File: src/rtl/uart_tx_fsm_ctrl.sv
// UART transmit sequencer/serializer: frames a captured word as start, LSB-first data, optional parity, stop.
// Optional feature macro UART_TX_B2B_EN: a word offered during STOP is captured for a gapless next frame.
module uart_tx_fsm_ctrl #(
  parameter int DATA_WIDTH = 8
) (
  input  logic                  CLK,
  input  logic                  RST,
  input  logic [DATA_WIDTH-1:0] P_DATA,
  input  logic                  DATA_VALID,
  input  logic                  PAR_EN,
  input  logic                  PAR_TYP,
  output logic [1:0]            mux_sel,
  output logic                  ser_data,
  output logic                  PAR_BIT,
  output logic                  busy
);

  localparam int CNT_W = $clog2(DATA_WIDTH) + 1;
  localparam logic [CNT_W-1:0] CNT_LAST = CNT_W'(DATA_WIDTH - 1);
  localparam logic [CNT_W-1:0] CNT_ONE  = CNT_W'(1);
  localparam logic [1:0] SEL_START  = 2'b00;
  localparam logic [1:0] SEL_STOP   = 2'b01;
  localparam logic [1:0] SEL_DATA   = 2'b10;
  localparam logic [1:0] SEL_PARITY = 2'b11;

  typedef enum logic [2:0] {
    S_IDLE   = 3'd0,
    S_START  = 3'd1,
    S_DATA   = 3'd2,
    S_PARITY = 3'd3,
    S_STOP   = 3'd4
  } state_t;

  state_t                state_q, state_d;
  logic [DATA_WIDTH-1:0] shift_q, shift_d;
  logic [CNT_W-1:0]      cnt_q, cnt_d;
  logic                  par_en_q, par_en_d;
  logic                  par_bit_q, par_bit_d;
  logic                  ser_data_q, ser_data_d;
  logic [1:0]            mux_sel_q, mux_sel_d;
  logic                  busy_q, busy_d;
  logic                  capture_s;

  function automatic logic parity_f(input logic [DATA_WIDTH-1:0] data, input logic odd);
    return odd ? ~^data : ^data;
  endfunction

  // Next-state, datapath and registered-output decode
  always_comb begin
    state_d    = state_q;
    shift_d    = shift_q;
    cnt_d      = cnt_q;
    par_en_d   = par_en_q;
    par_bit_d  = par_bit_q;
    ser_data_d = ser_data_q;
    mux_sel_d  = SEL_STOP;
    busy_d     = 1'b0;
    capture_s  = 1'b0;

    case (state_q)
      S_IDLE: begin
        if (DATA_VALID) begin
          capture_s = 1'b1;
          state_d   = S_START;
        end else begin
          state_d   = S_IDLE;
        end
      end
      S_START: begin
        state_d    = S_DATA;
        cnt_d      = '0;
        ser_data_d = shift_q[0];
        shift_d    = shift_q >> 1;
      end
      S_DATA: begin
        if (cnt_q == CNT_LAST) begin
          state_d = par_en_q ? S_PARITY : S_STOP;
        end else begin
          state_d    = S_DATA;
          cnt_d      = cnt_q + CNT_ONE;
          ser_data_d = shift_q[0];
          shift_d    = shift_q >> 1;
        end
      end
      S_PARITY: begin
        state_d = S_STOP;
      end
      S_STOP: begin
`ifdef UART_TX_B2B_EN
        if (DATA_VALID) begin
          capture_s = 1'b1;
          state_d   = S_START;
        end else begin
          state_d   = S_IDLE;
        end
`else
        state_d = S_IDLE;
`endif
      end
      default: begin
        state_d = S_IDLE;
      end
    endcase

    // Parity is taken from the word being captured so it is valid from the START cycle on
    if (capture_s) begin
      shift_d   = P_DATA;
      par_en_d  = PAR_EN;
      par_bit_d = parity_f(P_DATA, PAR_TYP);
    end else begin
      par_bit_d = par_bit_q;
    end

    case (state_d)
      S_IDLE:   begin mux_sel_d = SEL_STOP;   busy_d = 1'b0; end
      S_START:  begin mux_sel_d = SEL_START;  busy_d = 1'b1; end
      S_DATA:   begin mux_sel_d = SEL_DATA;   busy_d = 1'b1; end
      S_PARITY: begin mux_sel_d = SEL_PARITY; busy_d = 1'b1; end
      S_STOP:   begin mux_sel_d = SEL_STOP;   busy_d = 1'b1; end
      default:  begin mux_sel_d = SEL_STOP;   busy_d = 1'b0; end
    endcase
  end

  // State, datapath and output registers
  always_ff @(posedge CLK or negedge RST) begin
    if (!RST) begin
      state_q    <= S_IDLE;
      shift_q    <= '0;
      cnt_q      <= '0;
      par_en_q   <= 1'b0;
      par_bit_q  <= 1'b0;
      ser_data_q <= 1'b1;
      mux_sel_q  <= SEL_STOP;
      busy_q     <= 1'b0;
    end else begin
      state_q    <= state_d;
      shift_q    <= shift_d;
      cnt_q      <= cnt_d;
      par_en_q   <= par_en_d;
      par_bit_q  <= par_bit_d;
      ser_data_q <= ser_data_d;
      mux_sel_q  <= mux_sel_d;
      busy_q     <= busy_d;
    end
  end

  assign mux_sel  = mux_sel_q;
  assign ser_data = ser_data_q;
  assign PAR_BIT  = par_bit_q;
  assign busy     = busy_q;

endmodule

File: config.mk
export PLATFORM = sky130hd
export DESIGN_NAME = uart_tx_fsm_ctrl
export DESIGN_NICKNAME = d
export VERILOG_FILES = /design/src/rtl/uart_tx_fsm_ctrl.sv
export SDC_FILE = /design/constraint.sdc
export NUM_CORES = 1
export LEC_CHECK = 0
export CAP_MARGIN = 25
export CORE_AREA = 5 5 59 61
export CTS_CLUSTER_SIZE = 8
export DETAILED_ROUTE_END_ITERATION = 7
export DIE_AREA = 0 0 64 66
export GPL_TIMING_DRIVEN = 1
export PLACE_DENSITY = 0.65
export SYNTH_ARGS = -nofsm -noshare
export SYNTH_HDL_FRONTEND = slang
export SYNTH_SLANG_ARGS = --single-unit
File: constraint.sdc
create_clock -name CLK -period 5.2 [get_ports CLK]
set_clock_uncertainty 0.15 [all_clocks]
set_input_delay 1.04 -clock CLK [delete_from_list [all_inputs] [get_ports CLK]]
set_output_delay 1.04 -clock CLK [all_outputs]
set_load 0.01 [all_outputs]
==> results of run 1 <==
## stage by stage
step | power (mW) | std cells | hold slack (ns) | cell area, sq um | setup WS, ns
2_1_floorplan | 0.544 | 99 | 0.327 | 1110 | 2.89
3_3_place_gp | 0.629 | 145 | 0.338 | 1300 | 2.15
3_5_place_dp | 0.640 | 145 | 0.345 | 1300 | 2.11
4_1_cts | 0.722 | 149 | 0.366 | 1330 | 2.44
5_1_grt | 0.774 | 150 | 0.380 | 1350 | 2.36
6_report | 0.710 | 150 | 0.361 | 1350 | 2.46
## power by group through the flow
| stage | combinational (mW) | sequential, mW | clock [mW] |
|---|---|---|---|
| after floorplan | 0.246 | 0.298 | 0 |
| after global placement | 0.316 | 0.313 | 0 |
| after detailed placement | 0.323 | 0.316 | 0 |
| after CTS | 0.323 | 0.313 | 0.0858 |
| after global routing | 0.354 | 0.326 | 0.0933 |
| final | 0.319 | 0.312 | 0.0794 |
## registers in the layout (all words and copies together), names as in the netlist
| name | cells |
|---|---|
| busy | 1 |
| ser_data | 1 |
| state_q | 3 |
| shift_q | 8 |
| par_en_q | 1 |
| PAR_BIT | 1 |
| cnt_q | 4 |
| mux_sel | 2 |
## cells by family after synthesis
kind of cell,count (synthesis)
simple gates,26
fa+ha+maj,1
buf+inv,8
xor+xnor,7
flops,21
mux,15
compound gates,21
## per-layer routing
metal  vias to the layer above  track usage (%)
li1                        390                -
met1                       378             13.1
met2                        17             18.1
met3                         2             4.59
met4                         0             1.56
met5                         -                0
## cell usage in the layout, fill, tap and decap left out, types with 2 or more instances in the layout
master	netlist	layout
dfrtp_1	19	19
o21ai_0	10	10
clkbuf_4	0	3
inv_1	4	4
nor2_1	7	7
xnor2_1	5	5
dfstp_2	2	2
a21oi_1	5	5
nand2_1	6	6
nor3_1	2	2
mux2_2	15	15
clkdlybuf4s50_1	0	17
## area by class of cell
cell class,instances,area (sq um),area share [%]
Timing Repair Buffer,18,185,13.8
Tap cell,33,41.3,3.07
Sequential cell,21,528,39.2
Clock buffer,3,22.5,1.67
Multi-Input combinational cell,70,549,40.8
Inverter,4,15.0,1.12
Clock inverter,1,5.00,0.372
## path summary, 6_finish.rpt
path	startpoint	to	depth (start not counted)	slack, ns
max in group asynchronous	RST	mux_sel[0]$_DFF_PN1_	2	3.51
setup reg to reg	state_q[2]$_DFF_PN0_	shift_q[4]$_DFFE_PN0P_	3	2.94
setup / recovery	DATA_VALID	shift_q[4]$_DFFE_PN0P_	4	2.46
min in group asynchronous	RST	cnt_q[1]$_DFFE_PN0P_	1	0.86
hold reg to reg	ser_data$_DFFE_PN1P_	ser_data$_DFFE_PN1P_	1	0.36
hold / removal	ser_data$_DFFE_PN1P_	ser_data$_DFFE_PN1P_	1	0.36
==> flow_metrics.tcl, run 1 <==
set metrics [dict create \
    yosysMostFrequentCell "dfrtp_1" \
    grt_pass1_vias 791 \
    power_switching_mw 0.251 \
    maxCapViolations 0 \
    wl_met1_microns 895 \
    drive_gt1_share_pct 23.9 \
    ir_worst_vdd_mv 0.318 \
    remaining_drc_errors 0 \
    synth_fp_nets 113 \
    yosys.area_share.adder_pct 1.12 \
    ys_top_cells_by_count "dfrtp_1 (19), mux2_2 (15), o21ai_0 (10)" \
    diodes 0 \
    slew_headroom_pct 55.5 \
    die-area_sq_um 4220 \
    async_reset_ff_share_pct 100 \
    cts_max_level 1 \
    yosys_most_used_dff "dfrtp_1" \
    cts_resized 0 \
    p_clk_share_pct 11.2 \
    max_slew.worst_pin.slew_ns 0.664 \
    dr_wl_met3_microns 106 \
    syn_inst 99 \
    cts_sinks 21 \
    slowest_stage "nor4b_4" \
    vias_per_cell 5.25 \
    final_util_pct 46.0 \
    drtPass1Iterations 3 \
    p_leak_nw 0.570 \
    ant_nets 0 \
    gp_congestion 0.813 \
    yosys.area_share.simple_pct 14.3 \
    insertion_delay_ns 0.31 \
    p_seq_share_pct 44.0 \
    overflow 0 \
    arrival_ns 2.78 \
    start_kind "primary input" \
    postCtsSetupBuffers 0 \
    vias 787 \
    post-route-period-util_pct 52.6 \
    yosysWarnings 0 \
    layout.nets 132 \
    path_clk_slew_ns 0.13 \
    drt-total-wl_mm 2.02 \
    power_frac_comb_pct 44.9 \
    rsz0062_at_grt "no" \
    synth_area_leaders "dfrtp_1 (43%), mux2_2 (15%), dfstp_2 (4.7%), o21ai_0 (4.5%), xnor2_1 (3.9%)" \
    yosysUniqueCellTypes 33 \
    cts_max_path_buffers 2 \
    routed.top_layer "met4" \
    worstPathRequired_ns 5.25 \
    fmax_mhz 366 \
    fp.dieH_microns 66 \
    crit_path_end_kind "flop" \
    ys_seq_area_share_pct 47.5 \
    cts_buffers 3 \
    critPathMaxStageDelay_ns 0.57 \
    grt_max_degree 22 \
    cpMostUsedCell "mux2_2" \
    core_area_sq_um 2930 \
    run_status "finished clean" \
    ios 18 \
    hold_buffers 0 \
    synth_top_family_by_area "multiplexers" \
    setup_tns_ns 0 \
    critical_path.top_delay_family "multiplexers" \
    period_needed_ns 2.74 \
    p_int_mw 0.460 \
    nFillCells 293 \
    ys_ff_latch 21 \
    drt_iter0_drc 55 \
    port_buffers 17 \
    syn_area_sq_um 1110 \
    synth_compound_area_share_pct 12.0 \
    synth_area_leader_cell "dfrtp_1" \
    avgSynthCellArea_sq_um 11.2 \
    cp_num_buf_inv 1 \
    grt_pass1_wl_mm 3.57 \
    cp_cell_sequence "clkdlybuf4s50_1 > nor4b_4 > mux2_2 > mux2_2" \
    synthXorXnorAreaFrac_pct 6.75 \
    synth_edf_count 0 \
    die_w_microns 64 \
    finalHoldViolCount 0 \
    path_max_fanout 12 \
    initial_utilization_pct 38.0 \
    slew_viol_final 0 \
    clock-root-buffer "clkbuf_4" \
    cts_tree "yes" \
    grtUsageTotal_pct 10.8 \
    synth_mux_area_share_pct 15.2 \
    pwr_density_cell_nw_per_um2 528 \
    syn_to_final_growth_pct 21.0 \
    setup_viol 0 \
    worstSetupPathType "primary input to flop" \
    hold_path.class "flop to flop" \
    met2_length_mm 1.01 \
    power.share.switching_pct 35.3 \
    num_rows 20 \
    hpwl_mm 1.50 \
    antenna_found_initial 0 \
    synth_top_cell_area_share_pct 42.7 \
    wl_per_cell_microns 13.5 \
]
Note: power is estimated with default switching activity, not from simulation.
==> run 2: changes to the inputs <==
--- a/config.mk
+++ b/config.mk
@@ -11,7 +11,7 @@
 export DETAILED_ROUTE_END_ITERATION = 7
 export DIE_AREA = 0 0 64 66
 export GPL_TIMING_DRIVEN = 1
-export PLACE_DENSITY = 0.65
+export PLACE_DENSITY = 0.67
 export SYNTH_ARGS = -nofsm -noshare
 export SYNTH_HDL_FRONTEND = slang
 export SYNTH_SLANG_ARGS = --single-unit
==> constraint.sdc (replaced) <==
create_clock -name CLK -period 2.2 [get_ports CLK]
set_clock_uncertainty 0.15 [all_clocks]
set_input_delay 0.44 -clock CLK [delete_from_list [all_inputs] [get_ports CLK]]
set_output_delay 0.44 -clock CLK [all_outputs]
set_load 0.01 [all_outputs]
==> run 2 against run 1 <==
Effect of this change:
- sequential cell count unchanged
- utilization increased by 0.73 points
- critical path depth decreased by 3
- register-to-register slack got worse by 2.7 ns
==> flow_metrics.tcl, run 2 (synthesis results as in run 1) <==
set metrics [dict create \
    clock-root-buffer "clkbuf_4" \
    grt_pass1_wl_mm 3.79 \
    ir_worst_vdd_mv 0.700 \
    die_w_microns 64 \
    cts_tree "yes" \
    arrival_ns 1.37 \
    wl_per_cell_microns 13.9 \
    fp.dieH_microns 66 \
    rsz0062_at_grt "no" \
    cts_buffers 3 \
    largest_register_ff_count 8 \
    slew_headroom_pct 70.9 \
    cts_max_level 1 \
    setup_ws_ns 0.238 \
    nFillCells 289 \
    grt_max_degree 22 \
    ios 18 \
    vias 820 \
    start_kind "flop" \
    slowest_stage "dfstp_2" \
    port_buffers 17 \
    hold_buffers 0 \
    pre_cts_ws_ns -0.0351 \
    setup_viol 0 \
    maxCapViolations 0 \
    worstPathRequired_ns 1.61 \
    reg_top3 "shift_q (8), cnt_q (4), state_q (3)" \
    run_status "finished clean" \
    grt_pass1_vias 874 \
    layout.nets 136 \
    startpoint "ser_data$_DFFE_PN1P_" \
    cts_sinks 21 \
    postCtsSetupBuffers 0 \
    final_cell_mix "dfrtp_1 (19), clkdlybuf4s50_1 (17), mux2_2 (15), o21ai_0 (10), nor2_1 (7)" \
    insertion_delay_ns 0.29 \
    gp_congestion 0.773 \
    worstSetupPathType "flop to output pin" \
    drive_gt1_share_pct 25.6 \
    path_clk_slew_ns 0.12 \
    remaining_drc_errors 0 \
    drt_iter0_drc 53 \
    finalHoldViolCount 0 \
    cts_resized 0 \
    cts_max_path_buffers 2 \
    vias_per_cell 5.32 \
    p_leak_nw 0.585 \
    antenna_found_initial 0 \
    die-area_sq_um 4220 \
    initial_utilization_pct 38.0 \
    diodes 0 \
    cp_num_buf_inv 1 \
    critPathMaxStageDelay_ns 0.55 \
    core_area_sq_um 2930 \
    post-route-period-util_pct 89.2 \
    p_total_mw 1.72 \
    period_needed_ns 1.96 \
    critical_path.top_delay_family "flip-flops" \
    hold_path.class "primary input to asynchronous set/reset pin" \
    cp_cell_sequence "clkdlybuf4s50_1" \
    grtUsageTotal_pct 11.1 \
    hpwl_mm 1.63 \
    path_max_fanout 2 \
    ant_nets 0 \
    pwr_density_cell_nw_per_um2 1260 \
    num_rows 20 \
    largest-register "shift_q" \
    drtPass1Iterations 3 \
    reg2reg_from "state_q[0]$_DFF_PN0_" \
    fmax_mhz 510 \
    final_common_cell "dfrtp_1" \
    crit_path_end_kind "output pin" \
    syn_to_final_growth_pct 22.9 \
    overflow 0 \
    drt-total-wl_mm 2.13 \
    slew_viol_final 0 \
    max_slew.worst_pin.slew_ns 0.437 \
]
-- run 2: path summary, 6_finish.rpt --
check,end,slack [ns],depth (start not counted)
worst max-delay path,ser_data,0.24,1
worst min-delay path,cnt_q[3]$_DFFE_PN0P_,0.32,2
worst max register to register,shift_q[4]$_DFFE_PN0P_,0.29,4
worst min register to register,ser_data$_DFFE_PN1P_,0.36,1
max in group asynchronous,ser_data$_DFFE_PN1P_,1.30,2
min in group CLK,ser_data$_DFFE_PN1P_,0.36,1
-- run 2: metal layers --
| layer | part of all wire, % | global-route usage (%) | wire length, microns |
|---|---|---|---|
| met1 | 45 | 13.8 | 964 |
| met2 | 49 | 18.6 | 1050 |
| met3 | 4.4 | 2.72 | 94 |
| met4 | 1.4 | 3.90 | 29 |
| met5 | 0 | 0 | 0 |
-- run 2: cell type report --
class | count | area (sq um) | share of cell area (%)
Clock buffer | 4 | 26.3 | 1.92
Inverter | 4 | 15.0 | 1.10
Multi-Input combinational cell | 70 | 549 | 40.2
Sequential cell | 21 | 528 | 38.6
Tap cell | 33 | 41.3 | 3.02
Timing Repair Buffer | 22 | 208 | 15.2
-- run 2: metrics by stage --
step	utilization, %	TNS (ns)	hold WS, ns	instances	cell area (sq um)
2_1_floorplan	-	0	-0.00559	99	1110
3_3_place_gp	45.8	0	0.339	150	1340
3_5_place_dp	45.8	-0.0920	0.344	150	1340
4_1_cts	46.7	0	0.321	154	1370
5_1_grt	46.7	0	0.318	154	1370
6_report	46.7	0	0.318	154	1370
-- run 2: power breakdown --
part           switching (mW)  internal [mW]  total, mW
Sequential              0.150          0.575      0.725
Clock                   0.116         0.0705      0.186
Combinational           0.344          0.466      0.810
Total                   0.610           1.11       1.72
-- run 2: worst register-to-register path, cell delays in order (launching register included) --
cell	delay [ns]
dfrtp_1	0.55
nor4b_4	0.30
buf_4	0.19
mux2_2	0.34
mux2_2	0.27
